**src/rtl/arrow_memory_game.sv**
```systemverilog
// rtl/arrow_memory_game.sv - arrow sequence memory room game: LFSR-seeded show/repeat rounds, OLED arrows, 7-seg round/idx.
// Optional ARROW_GAME_TIMEOUT_EN adds a per-press INPUT timeout that forces LOSE.
module arrow_memory_game #(
  parameter int SHOW_CYCLES    = 3125000,
  parameter int GAP_CYCLES     = 625000,
  parameter int ROUNDS         = 8,
  parameter int TIMEOUT_CYCLES = 31250000
) (
  input  logic        clock,
  input  logic        reset,
  input  logic        start_game,
  input  logic        btnU,
  input  logic        btnD,
  input  logic        btnL,
  input  logic        btnR,
  input  logic        btnC,
  input  logic [6:0]  X,
  input  logic [6:0]  Y,
  output logic [15:0] pixel_data,
  output logic        end_game,
  output logic        lose,
  output logic [7:0]  seg_an3,
  output logic [7:0]  seg_an2,
  output logic [7:0]  seg_an1,
  output logic [7:0]  seg_an0
);

  typedef enum logic [2:0] {
    S_IDLE, S_SHOW_ON, S_SHOW_GAP, S_INPUT, S_ROUND_OK, S_WIN, S_LOSE
  } state_t;

  localparam logic [24:0] SHOW_LAST = 25'(SHOW_CYCLES - 1);
  localparam logic [24:0] GAP_LAST  = 25'(GAP_CYCLES - 1);
  localparam logic [3:0]  ROUND_MAX = 4'(ROUNDS);
  localparam logic [6:0]  BOX_X [4] = '{7'd40, 7'd40, 7'd8,  7'd72};
  localparam logic [6:0]  BOX_Y [4] = '{7'd4,  7'd44, 7'd24, 7'd24};

  state_t      r_state, w_next;
  logic [15:0] r_lfsr, r_seq, w_seq_n;
  logic [3:0]  r_round, w_round_n;
  logic [2:0]  r_idx, w_idx_n;
  logic [24:0] r_timer, w_timer_n;
  logic [3:0]  w_dirs, w_hit, w_edge;
  logic [1:0]  w_cur;
  logic        w_last;
  logic [15:0] w_pix;
  logic        w_unused;

`ifdef ARROW_GAME_TIMEOUT_EN
  localparam logic [24:0] TIMEOUT_LAST = 25'(TIMEOUT_CYCLES - 1);
  assign w_unused = btnC;
`else
  assign w_unused = btnC | (TIMEOUT_CYCLES == 0);
`endif

  // Direction code is also the bit position: 0=U 1=D 2=L 3=R.
  assign w_dirs = {btnR, btnL, btnD, btnU};
  assign w_cur  = r_seq[{r_idx, 1'b0} +: 2];
  assign w_last = (({1'b0, r_idx} + 4'd1) == r_round);

  function automatic logic in_box(input logic [6:0] x, y, x0, y0);
    return (x >= x0) && (x <= x0 + 7'd15) && (y >= y0) && (y <= y0 + 7'd15);
  endfunction

  function automatic logic [7:0] seg_digit(input logic [3:0] d);
    case (d)
      4'd0: return 8'hC0;
      4'd1: return 8'hF9;
      4'd2: return 8'hA4;
      4'd3: return 8'hB0;
      4'd4: return 8'h99;
      4'd5: return 8'h92;
      4'd6: return 8'h82;
      4'd7: return 8'hF8;
      4'd8: return 8'h80;
      default: return 8'hFF;
    endcase
  endfunction

  always_comb begin
    w_next    = r_state;
    w_seq_n   = r_seq;
    w_round_n = r_round;
    w_idx_n   = r_idx;
    w_timer_n = r_timer;
    if (r_state != S_IDLE && !start_game) begin
      w_next    = S_IDLE;
      w_round_n = 4'd0;
      w_idx_n   = 3'd0;
      w_timer_n = 25'd0;
    end else begin
      case (r_state)
        S_IDLE: if (start_game && !end_game && !lose) begin
          w_next    = S_SHOW_ON;
          w_seq_n   = r_lfsr;
          w_round_n = 4'd1;
          w_idx_n   = 3'd0;
          w_timer_n = 25'd0;
        end
        S_SHOW_ON: if (r_timer == SHOW_LAST) begin
          w_next    = S_SHOW_GAP;
          w_timer_n = 25'd0;
        end else w_timer_n = r_timer + 25'd1;
        S_SHOW_GAP: if (r_timer == GAP_LAST) begin
          w_timer_n = 25'd0;
          if (w_last) begin
            w_next  = S_INPUT;
            w_idx_n = 3'd0;
          end else begin
            w_next  = S_SHOW_ON;
            w_idx_n = r_idx + 3'd1;
          end
        end else w_timer_n = r_timer + 25'd1;
        S_INPUT: if (|w_dirs) begin
          // Exactly one direction must be high and it must match seq[idx].
          if (w_dirs != (4'b0001 << w_cur)) w_next = S_LOSE;
          else begin
            w_timer_n = 25'd0;
            w_idx_n   = r_idx + 3'd1;
            if (w_last) w_next = (r_round == ROUND_MAX) ? S_WIN : S_ROUND_OK;
          end
        end
`ifdef ARROW_GAME_TIMEOUT_EN
        else if (r_timer == TIMEOUT_LAST) w_next = S_LOSE;
        else w_timer_n = r_timer + 25'd1;
`endif
        S_ROUND_OK: if (r_timer == GAP_LAST) begin
          w_next    = S_SHOW_ON;
          w_timer_n = 25'd0;
          w_round_n = r_round + 4'd1;
          w_idx_n   = 3'd0;
        end else w_timer_n = r_timer + 25'd1;
        default: ;
      endcase
    end
  end

  always_comb begin
    w_hit  = '0;
    w_edge = '0;
    for (int k = 0; k < 4; k++) begin
      w_hit[k]  = in_box(X, Y, BOX_X[k], BOX_Y[k]);
      w_edge[k] = w_hit[k] && (X == BOX_X[k] || X == BOX_X[k] + 7'd15 ||
                               Y == BOX_Y[k] || Y == BOX_Y[k] + 7'd15);
    end
    w_pix = 16'h0000;
    case (r_state)
      S_SHOW_ON: if (w_hit[w_cur]) w_pix = 16'hFFE0;
      S_INPUT:   if (|w_edge) w_pix = 16'h001F;
      S_WIN:     w_pix = 16'h07E0;
      S_LOSE:    w_pix = 16'hF800;
      default:   ;
    endcase
  end

  always_ff @(posedge clock or posedge reset) begin
    if (reset) begin
      r_state    <= S_IDLE;
      r_lfsr     <= 16'hACE1;
      r_seq      <= 16'h0000;
      r_round    <= 4'd0;
      r_idx      <= 3'd0;
      r_timer    <= 25'd0;
      pixel_data <= 16'h0000;
      end_game   <= 1'b0;
      lose       <= 1'b0;
      seg_an1    <= 8'hFF;
      seg_an0    <= 8'hFF;
    end else begin
      r_lfsr     <= {r_lfsr[14:0], r_lfsr[15] ^ r_lfsr[13] ^ r_lfsr[12] ^ r_lfsr[10]};
      r_state    <= w_next;
      r_seq      <= w_seq_n;
      r_round    <= w_round_n;
      r_idx      <= w_idx_n;
      r_timer    <= w_timer_n;
      pixel_data <= w_pix;
      end_game   <= (w_next == S_WIN);
      lose       <= (w_next == S_LOSE);
      seg_an0    <= (r_state == S_IDLE) ? 8'hFF : seg_digit(r_round);
      seg_an1    <= (r_state == S_INPUT) ? seg_digit({1'b0, r_idx}) : 8'hFF;
    end
  end

  assign seg_an3 = 8'hFF;
  assign seg_an2 = 8'hFF;

endmodule

```
**config.mk**
```make
export PLATFORM = sky130hd
export DESIGN_NAME = arrow_memory_game
export DESIGN_NICKNAME = d
export VERILOG_FILES = /design/src/rtl/arrow_memory_game.sv
export SDC_FILE = /design/constraint.sdc
export NUM_CORES = 1
export LEC_CHECK = 0
export BUFFER_PORTS_ARGS = -buffer_cell sky130_fd_sc_hd__buf_2
export CAP_MARGIN = 5
export CORE_MARGIN = 10
export CORE_UTILIZATION = 58
export DETAILED_ROUTE_END_ITERATION = 7
export PLACE_DENSITY = 0.81
export SYNTH_ARGS = -nofsm -noshare
export SYNTH_HDL_FRONTEND = slang
export SYNTH_SLANG_ARGS = --single-unit
```
**constraint.sdc**
```tcl
create_clock -name clock -period 3.5 [get_ports clock]
set_clock_uncertainty 0.15 [all_clocks]
set_input_delay 0.7 -clock clock [delete_from_list [all_inputs] [get_ports clock]]
set_output_delay 0.7 -clock clock [all_outputs]
set_load 0.005 [all_outputs]
```
; ---- Yosys cells after proc, flatten, opt, wreduce, memory -nomap -nowiden
; Memory sizes are Yosys's and may differ from the RTL's.
; Cells that the tools add are included.
[totals]
register_bits = 101
latch_bits = 0
ramBits = 0
mem_bits_ro = 168
in_bits = 22
output_inout_bits = 50
mem_count = 2
[memory_table]
columns = memory, depth, word_bits, read_ports, rd_ports_with_merged_regs, wr, line_no
row1 = (name not given), 16, 7, 1, 0, 0, 66  ; case (d)
row2 = (name not given), 8, 7, 1, 0, 0, 66
[classes]
addsub = 4
n_mul = 0
div_mod_pow = 0
n_lt_le_gt_ge = 13
eq_ne = 30
shifts = 2
muxes = 37
n_bitwise = 4
n_reduce_logical = 44
[op_table]
columns = op, count
row1 = 2-to-1 mux 25 bit, 6
row2 = one-hot mux 25 bit (4 select lines), 1
row3 = one-hot mux 16 bit (4 select lines), 1
row4 = 2-to-1 mux 3 bit, 15
row5 = equality test 7 x 6 -> 1 bit (second input constant), 5
row6 = adder 25 x 1 -> 25 bit (second input constant), 1
row7 = equality test 25 x 20 -> 1 bit (second input constant), 1
row8 = equality test 25 x 22 -> 1 bit (second input constant), 1
row9 = equality test 7 x 5 -> 1 bit (second input constant), 3
row10 = <= comparator 7 x 6 -> 1 bit (second input constant), 3
row11 = logical AND 1 bit, 18
row12 = 2-to-1 mux 16 bit, 1
row13 = 2-to-1 mux 8 bit, 2
row14 = variable part select 16 x 5 -> 2 bit, 1
row15 = equality test 3 bit (second input constant), 5
row16 = != test 3 bit (second input constant), 5
row17 = one-hot mux 3 bit (5 select lines), 1
row18 = equality test 7 bit (second input constant), 2
row19 = greater-or-equal comparator 7 x 6 -> 1 bit (second input constant), 2
row20 = <= comparator 7 x 5 -> 1 bit (second input constant), 2
row21 = 2-to-1 mux 4 bit, 3
row22 = one-hot mux 3 bit (4 select lines), 1
row23 = logical OR 1 bit, 11
row24 = nonzero test 5 bit, 2
row25 = 32 further kinds, 41

; ---- Depth between registers and ports, before layout
; Gate-level depths: netlist of the first run.
[logic_depth]
word_depth = 8
depth_mapped = 10
depth_no_buf = 9

; ---- Worst setup path before layout of the first run
; OpenSTA, ideal clock, no wires.
[synth_path]
kind = reg-to-reg
startpoint = register r_timer[21]
endpoint = register r_idx[1]
setup_ps = 125
arrival_ps = 2393
required_time_ps = 3225
slack_ps = 832
path_stages_with_launch = 8
n_path_buf = 0
period_less_slack_ps = 2668
path_cell_list = dfrtp_1 > or4_1 > or4_1 > or2_1 > a21oi_1 > a21oi_1 > a21oi_1 > mux2_2
[synth_between]
elab_chain_len = 3
[synth_lines]
columns = item, line_no
row1 = start: declaration, 42  ; logic [24:0] r_timer, w_timer_n;
row2 = start signal: assignment, 175  ; r_timer <= w_timer_n;
row3 = equality test 25 x 20 -> 1 bit *, "104, 127"
row4 = != test 3 bit (no source line), -
row5 = AND reduction 6 bit (no source line) *, -
row6 = end signal: assignment, 174  ; r_idx <= w_idx_n;
row7 = end: declaration, 41  ; logic [2:0] r_idx, w_idx_n;
; Mark *: on every way between the ends. The rest lies on a longest branch, timed or not.
; A chain may end at the register's enable or synchronous reset.

; ---- Worst setup path in the final report of the first run
[layout_path]
startpoint = register r_idx[0]
endpoint = register lose
[layout_between]
elab_chain_len = 8
[layout_lines]
columns = item, line_no
row1 = variable part select 16 x 5 -> 2 bit or adder 3 x 1 -> 4 bit (tied branches), "58, 59"
row2 = left shift 1 x 2 -> 4 bit or equality test 4 bit (tied branches), "116, 59"
row3 = != test 4 bit or 2-to-1 mux 3 bit (tied branches), "116, 120"
row4 = 2-to-1 mux 3 bit, 116  ; if (w_dirs != (4'b0001 << w_cur)) w_next = S_LOSE;
row5 = 2-to-1 mux 3 bit, 114  ; S_INPUT: if (|w_dirs) begin
row6 = one-hot mux 3 bit (5 select lines) *, 92  ; case (r_state)
row7 = 2-to-1 mux 3 bit *, 86  ; if (r_state != S_IDLE && !start_game) begin
row8 = equality test 3 bit *, 178  ; lose <= (w_next == S_LOSE);
row9 = end signal: assignment, 178
row10 = end: declaration, 21  ; output logic lose,
; Marked as above.

==> flow_summary.ini, run 1 <==
[worst_setup_path]
path_cells = mux4_2, mux2i_4, mux2_4, nor4_2, o21bai_1, a211oi_1, nor4_1
timing.rr.start = r_idx[0]
crit_buf_inv = 0
cpMaxStageDelayCell = dfrtp_1
startpoint = r_idx[0]
arrival_ns = 3.25
rrSetupSlack_ns = 0.33
critPathKind = reg2reg
crit_family = multiplexers
cp.required_ns = 3.58
critPathLaunchType = register
cpPeakStageDelay_ns = 0.65
worstPathMaxFanout = 10
cp-end-kind = register

[clock_network]
clk_pin_slew_worst_paths_ns = 0.09
cts_tree = done
hold_buffers = 0
cts-root-buf = clkbuf_8
cts_resized = 0
clk_path_buf_depth = 2
cts.htree.levels = 3
cts_setup_buffers = 0
clk_latency_ns = 0.36
numCtsBuffers = 9
cts_sinks = 86

[finish]
fin_nets = 566
num_antenna_cells = 0
drive_above_1_share_pct = 25.4
regArea_mm2 = 0.00218
fillers = 651
multi_input_area_mm2 = 0.00237
synthToLayoutAreaGrowth_pct = 8.00

[global_routing]
grt_pass1_wl_um = 18400
track_usage_pct = 17.3
grt_pass1_vias = 3814
grt_max_degree = 51
overflow = 0
antenna_found_initial = 0

[pwr]
total_power_mw = 2.34
powerDensity_mw_per_mm2 = 446
leakagePower_nw = 2.40
peakVddDrop_uv = 205

[timing]
fin_tns_setup_ns = 0
period_share_pct = 90.5
max_freq_mhz = 316
slew_headroom_pct = 38.8
finalMaxSlewViolations = 0
fin_crit_ns = 3.17
finalSetupViolCount = 0
hold_viol = 0
grt_setup_unrepaired = no
worst_slew_pin_slew_ns = 0.915

[floorplanning]
die_h_um = 112
core_region_area_mm2 = 0.00818
chipWidth_um = 112
die-area_mm2 = 0.0125
initial_utilization_pct = 59.5
ios = 72
placement_rows = 33

[routing]
routed_wl_um = 10800
drt-initial-drc-count = 241
wire_per_inst_um = 16.7
vias_per_cell = 6.06
drcViolationCount = 0
via_count = 3903
drtPass1Iterations = 5
detail-route-antenna-nets = 0

[yosys]
ys_ff_latch = 86
synthArstFlopShare_pct = 100
synthesis.area_mm2 = 0.00487
ys.warnings.count = 0
synth-xor-area-share_pct = 1.80
synth_top_family_by_area = simple AND/OR/NAND/NOR gates
synth_ff_type = dfrtp_1
synth_edf_count = 0
ys_types = 70
seq_area_frac_synth_pct = 44.8
avgSynthCellArea_um2 = 9.81
syn_inst = 496
synth-simple-area-share_pct = 18.3
yosys.area_share.adder_pct = 2.57
synthMuxAreaShare_pct = 8.10
synth_compound_area_share_pct = 16.5

[worst_hold_path]
hold_class = reg2reg
hp-start = r_lfsr[5]

[flow_run]
max-cap-violations = 0

[placement]
dp_hpwl_um = 7850
gp_congestion = 0.941
io_buffers = 52

[outcome]
status = completed
==> worst paths after layout <==
check | end | cells after the start
setup / recovery | lose | 7
hold / removal | r_lfsr[6] | 0
setup reg to reg | lose | 7
hold reg to reg | r_lfsr[6] | 0
max in group asynchronous | r_lfsr[10] | 3
min in group asynchronous | r_timer[0] | 2
==> cell type report <==
type                    instances  area share [%]
multi-input cells             359            45.1
flip-flops and latches         86            41.5
repair buffers                 58            5.81
clock buffers                  11            2.88
well taps                     105            2.50
inverters                      20            1.45
clock inverters                 5           0.738
==> cells in the mapped netlist (3+ instances only) <==
library cell   n  area [um^2]
o21ai_0       30          150
o21bai_1       4         30.0
a211o_1        4         35.0
or2_1          3         18.8
mux2_2        19          214
ha_1          10          125
mux2i_1        3         30.0
buf_4         31          233
xnor2_1        7         61.3
xor2_1         3         26.3
o21ai_1        3         15.0
nor4_1         3         18.8
clkbuf_1      11         41.3
a41oi_1        3         26.3
a211oi_1       4         30.0
a22oi_1        3         22.5
nand2_1       43          161
dfstp_2       22          578
dfrtp_1       64         1600
nand3b_1       5         37.5
a21o_1         6         45.0
a31oi_1       23          144
mux4_2         4         90.1
and3_1         7         43.8
nor4b_1        4         35.0
nand4_1        6         37.5
nand3_1       17         85.1
or4_1          4         30.0
inv_1         18         67.6
nor2b_1        7         43.8
buf_2          4         20.0
nor3b_1        3         22.5
or2_2          3         18.8
nand2b_1       9         56.3
nor3_1        10         50.1
nor2_1        33          124
a21oi_1       19         95.1
a22o_1         4         35.0
==> power by group <==
part | switching (mW) | leakage (nW) | internal, mW
registers | 0.0553 | 1.12 | 1.07
clock network | 0.375 | 0.0967 | 0.303
logic | 0.342 | 1.19 | 0.193
total | 0.773 | 2.40 | 1.57
==> metrics by stage <==
stage	setup WS, ns	hold slack [ns]	cells	instance area, um^2	util, %
floorplan	0.465	0.200	513	4930	-
global placement	0.511	0.204	628	5060	62.0
detailed placement	0.407	0.207	628	5060	62.0
CTS	0.367	0.220	644	5260	64.3
global route	0.119	0.228	644	5260	64.3
finish	0.331	0.219	644	5260	64.3
==> cells by family after synthesis <==
kind of cell,Yosys count
AOI/OAI and AO/OA,123
adders and majority gates,10
buffers and inverters,68
other,1
and+or+nand+nor,169
xor gates and xnor gates,10
DFF,86
muxes,29
==> layer usage <==
layer	vias to the layer above	global-route usage, %	routed length [um]
met5	-	0	0
met4	0	6.34	260
met3	29	5.37	945
met2	174	29.1	5130
met1	1875	20.3	4430
li1	1825	-	-
==> placed cells by master (no fill, tap or decap), drive strengths merged, types with 9 or more instances in the layout <==
master  instances
dfrtp          64
nand2b          9
mux2           20
conb           18
ha             10
clkbuf         11
nor3           11
nand2          43
a21oi          19
a31oi          23
o21ai          33
dfstp          22
buf            58
nand3          17
nor2           34
inv            22
==> sequential cells by signal, indices dropped and copies added, names as in the netlist <==
signal	count
r_timer	25
r_lfsr	16
r_seq	16
seg_an0	7
seg_an1	7
r_round	4
pixel_data	3
r_idx	3
r_state	3
end_game	1
lose	1
==> worst reg2reg max path, cell delays in order (launching register included) <==
cell and delay (ns):
dfrtp_1 0.65, mux4_2 0.60, mux2i_4 0.31, mux2_4 0.35
nor4_2 0.28, o21bai_1 0.18, a211oi_1 0.41, nor4_1 0.11
No activity file was read; power rests on OpenSTA's default activity.
==> inputs of run 2 (changes only) <==
- REMOVE_ABC_BUFFERS: not set -> 1
==> flow_summary.ini, run 2 (synthesis gave the netlist of run 1 again) <==
[routing]
drcViolationCount = 0
wire_per_inst_um = 16.6
detail-route-antenna-nets = 0
drtPass1Iterations = 4
routed_wl_um = 10700
drt-initial-drc-count = 372
vias_per_cell = 5.89
via_count = 3796

[worst_setup_path]
critPathKind = reg2reg
worstPathMaxFanout = 10
cp.required_ns = 3.57
startpoint = r_idx[0]
timing.rr.start = r_idx[0]
arrival_ns = 3.16
critPathLaunchType = register
cp-end-kind = register

[finish]
largest-register = r_timer
fin_nets = 566
design_area_mm2 = 0.00534
fillers = 634
multi_input_area_mm2 = 0.00237
final_cell_mix = 64 x dfrtp_1, 52 x buf_2, 43 x nand2_1, 33 x nor2_1, 30 x o21ai_0
regArea_mm2 = 0.00218
drive_above_1_share_pct = 25.4
top_regs = r_timer (25), r_lfsr (16), r_seq (16)
largest_reg_flops = 25
synthToLayoutAreaGrowth_pct = 9.77
num_antenna_cells = 0
layout.cells.non_filler = 644
final_common_cell = dfrtp_1

[global_routing]
overflow = 0
track_usage_pct = 17.4
grt_pass1_wl_um = 18500
grt_pass1_vias = 3741
antenna_found_initial = 0
grt_max_degree = 45

[timing]
slew_headroom_pct = 49.7
worst_slew_pin_slew_ns = 0.754
finalSetupViolCount = 0
grt_setup_unrepaired = no
max_freq_mhz = 324
finalMaxSlewViolations = 0
fin_tns_setup_ns = 0
hold_viol = 0
period_share_pct = 88.2
fin_crit_ns = 3.09

[clock_network]
cts_setup_buffers = 0
clk_path_buf_depth = 2
cts-root-buf = clkbuf_8
clk_pin_slew_worst_paths_ns = 0.10
clk_latency_ns = 0.37
cts_resized = 0
cts_tree = done
cts_sinks = 86
cts.htree.levels = 3
numCtsBuffers = 9
hold_buffers = 0

[pwr]
p_sw_mw = 0.789
powerDensity_mw_per_mm2 = 477
total_power_mw = 2.55
pwr-share-comb_pct = 21.3
p_sw_share_pct = 31.0
clkPwrFrac_pct = 34.5
p_int_mw = 1.76
leakagePower_nw = 2.44
p_seq_share_pct = 44.2
peakVddDrop_uv = 260

[outcome]
status = completed

[worst_hold_path]
hp-start = r_lfsr[5]
hold_class = reg2reg

[floorplanning]
die_h_um = 112
chipWidth_um = 112
initial_utilization_pct = 59.5
ios = 72
placement_rows = 33
die-area_mm2 = 0.0125
core_region_area_mm2 = 0.00818

[placement]
dp_hpwl_um = 7730
postPlaceCellArea_mm2 = 0.00509
gp_congestion = 0.919
dp_cells = 628
io_buffers = 52

[flow_run]
max-cap-violations = 0
==> run 2: critical path, cell delays in order (launching register included) <==
cell	delay (ns)
dfrtp_1	0.62
mux4_2	0.59
mux2i_4	0.33
mux2_4	0.34
nor4_2	0.22
nor2_1	0.12
o311ai_0	0.49
nor4_1	0.09
==> run 2: worst paths after layout <==
kind | cells past startpoint | to | slack (ns)
max | 7 | lose | 0.41
min | 0 | r_lfsr[6] | 0.21
max reg2reg | 7 | lose | 0.41
min reg2reg | 0 | r_lfsr[6] | 0.21
max in group asynchronous | 3 | seg_an1[4] | 2.19
min in group asynchronous | 2 | r_timer[21] | 0.29
==> run 2: per-stage QoR <==
step	utilization [%]	setup slack [ns]	hold slack [ns]
CTS	65.3	0.419	0.217
global route	65.3	0.170	0.221
finish	65.3	0.413	0.214
global placement	62.3	0.476	0.203
floorplan	-	-0.0590	0.200
detailed placement	62.3	0.453	0.210
==> run 2: layout make-up <==
cell class                 instances  share of cell area [%]
clock inverter                     7                    2.39
timing repair buffer              58                    6.18
inverter                          20                    1.43
sequential                        86                    40.8
tap                              105                    2.46
clock buffer                       9                    2.32
multi-input combinational        359                    44.4
==> run 2: power by group through the flow <==
stage | combinational [mW] | clock [mW] | sequential [mW]
2_1_floorplan | 0.357 | 0 | 1.14
3_3_place_gp | 0.523 | 0 | 1.14
3_5_place_dp | 0.534 | 0 | 1.14
4_1_cts | 0.541 | 0.894 | 1.13
5_1_grt | 0.606 | 0.935 | 1.13
6_report | 0.543 | 0.878 | 1.13
==> run 2: metal layers <==
layer	up-vias	wire length (um)	track usage, %	share of wire (%)
met3	23	748	4.78	7.0
met1	1811	4770	22.3	45
met2	131	4930	27.3	46
met5	-	0	0	0
li1	1831	-	-	-
met4	0	257	7.20	2.4
==> inputs of run 3 (changes only) <==
- CTS_BUF_LIST: not set -> sky130_fd_sc_hd__clkbuf_16
==> flow_summary.ini, run 3 (synthesis gave the netlist of run 1 again) <==
[clock_network]
cts_setup_buffers = 0
clk_path_buf_depth = 2
cts_resized = 0
cts_tree = done
cts-root-buf = clkbuf_16
cts.htree.levels = 3
clk_pin_slew_worst_paths_ns = 0.07
numCtsBuffers = 9
hold_buffers = 0
clk_latency_ns = 0.34
cts_sinks = 86

[finish]
num_antenna_cells = 0
top_regs = r_timer (25), r_lfsr (16), r_seq (16)
fin_nets = 566
final_common_cell = dfrtp_1
synthToLayoutAreaGrowth_pct = 11.9
design_area_mm2 = 0.00544
final_core_util_pct = 66.6
drive_above_1_share_pct = 25.4
largest_reg_flops = 25
final_cell_mix = 64 x dfrtp_1, 52 x buf_2, 43 x nand2_1, 33 x nor2_1, 30 x o21ai_0
largest-register = r_timer
layout.cells.non_filler = 644

[worst_setup_path]
cp.required_ns = 3.59
r2r-end = end_game
timing.rr.start = r_idx[0]
cpPeakStageDelay_ns = 0.61
critPathLaunchType = register
rr_worst_depth = 7
critPathKind = reg2reg
cp-end-kind = register
worstPathMaxFanout = 10
arrival_ns = 3.13
rrSetupSlack_ns = 0.46
cpMaxStageDelayCell = dfrtp_1
path_cells = mux4_2, mux2i_4, mux2_4, nor4_2, o21bai_1, a211o_1, a211oi_1

[timing]
worst_slew_pin_slew_ns = 0.761
whs_ns = 0.211
slew_headroom_pct = 49.2
period_share_pct = 86.9
hold_viol = 0
max_freq_mhz = 329
fin_crit_ns = 3.04
fin_tns_setup_ns = 0
finalMaxSlewViolations = 0
finalSetupViolCount = 0
setup_slack_ns = 0.458
grt_setup_unrepaired = no

[global_routing]
grt_max_degree = 45
grt_pass1_vias = 3777
overflow = 0
antenna_found_initial = 0
track_usage_pct = 17.8
grt_pass1_wl_um = 18800

[floorplanning]
initial_utilization_pct = 59.5
chipWidth_um = 112
core_region_area_mm2 = 0.00818
ios = 72
die-area_mm2 = 0.0125
die_h_um = 112
placement_rows = 33

[placement]
postPlaceCellArea_mm2 = 0.00509
dp_slack_ns = 0.453
dp_hpwl_um = 7730
io_buffers = 52
dp_cells = 628
gp_congestion = 0.919

[pwr]
peakVddDrop_uv = 268
powerDensity_mw_per_mm2 = 515
total_power_mw = 2.80
leakagePower_nw = 2.49

[worst_hold_path]
min_path_cells = 0
hold_class = reg2reg
hold_end = r_lfsr[6]
hp-start = r_lfsr[5]

[routing]
detail-route-antenna-nets = 0
vias_per_cell = 5.96
drt-initial-drc-count = 308
via_count = 3841
wire_per_inst_um = 17.0
routed_wl_um = 11000
drcViolationCount = 0
drtPass1Iterations = 4

[flow_run]
max-cap-violations = 0

[outcome]
status = completed
run 3: cell counts in the layout (fill, tap and decap cells not counted):
No cell type changed its count.
run 3: routing by layer:
metal | wire length, um | share of wire [%] | track usage (%) | vias to the layer above
met2 | 5100 | 47 | 28.5 | 134
met3 | 746 | 6.8 | 5.05 | 26
met4 | 257 | 2.3 | 6.94 | 0
met5 | 0 | 0 | 0 | -
met1 | 4850 | 44 | 22.4 | 1848
li1 | - | - | - | 1833
run 3: where the power goes:
group	total, mW	switching [mW]	internal (mW)	leakage (nW)
Clock	1.13	0.420	0.709	0.173
Combinational	0.546	0.345	0.201	1.20
Sequential	1.13	0.0524	1.07	1.12
run 3: how the worst max path moves through the flow:
stage	from	end	slack, ns
final	r_idx[0]	end_game	0.46
after global routing	r_idx[0]	r_state[2]	0.19
after CTS	r_idx[0]	end_game	0.43
after detailed placement	r_idx[0]	r_timer[18]	0.45
after global placement	r_idx[0]	lose	0.48
after floorplan	r_timer[0]	r_timer[11]	-0.06
run 3: cell type report:
cell class	count	area, um^2
inverters	20	76.3
well taps	105	131
fillers	610	2730
flip-flops and latches	86	2180
clock buffers	9	225
multi-input cells	359	2370
repair buffers	58	330
clock inverters	7	128
run 3: worst max-delay path: cells and delay by family (launching register included):
| kind | cells | cell delay, ns |
|---|---|---|
| AND/OR/NAND/NOR | 1 | 0.21 |
| AO/OA/AOI/OAI | 3 | 0.72 |
| flip-flops | 1 | 0.61 |
| multiplexers | 3 | 1.25 |
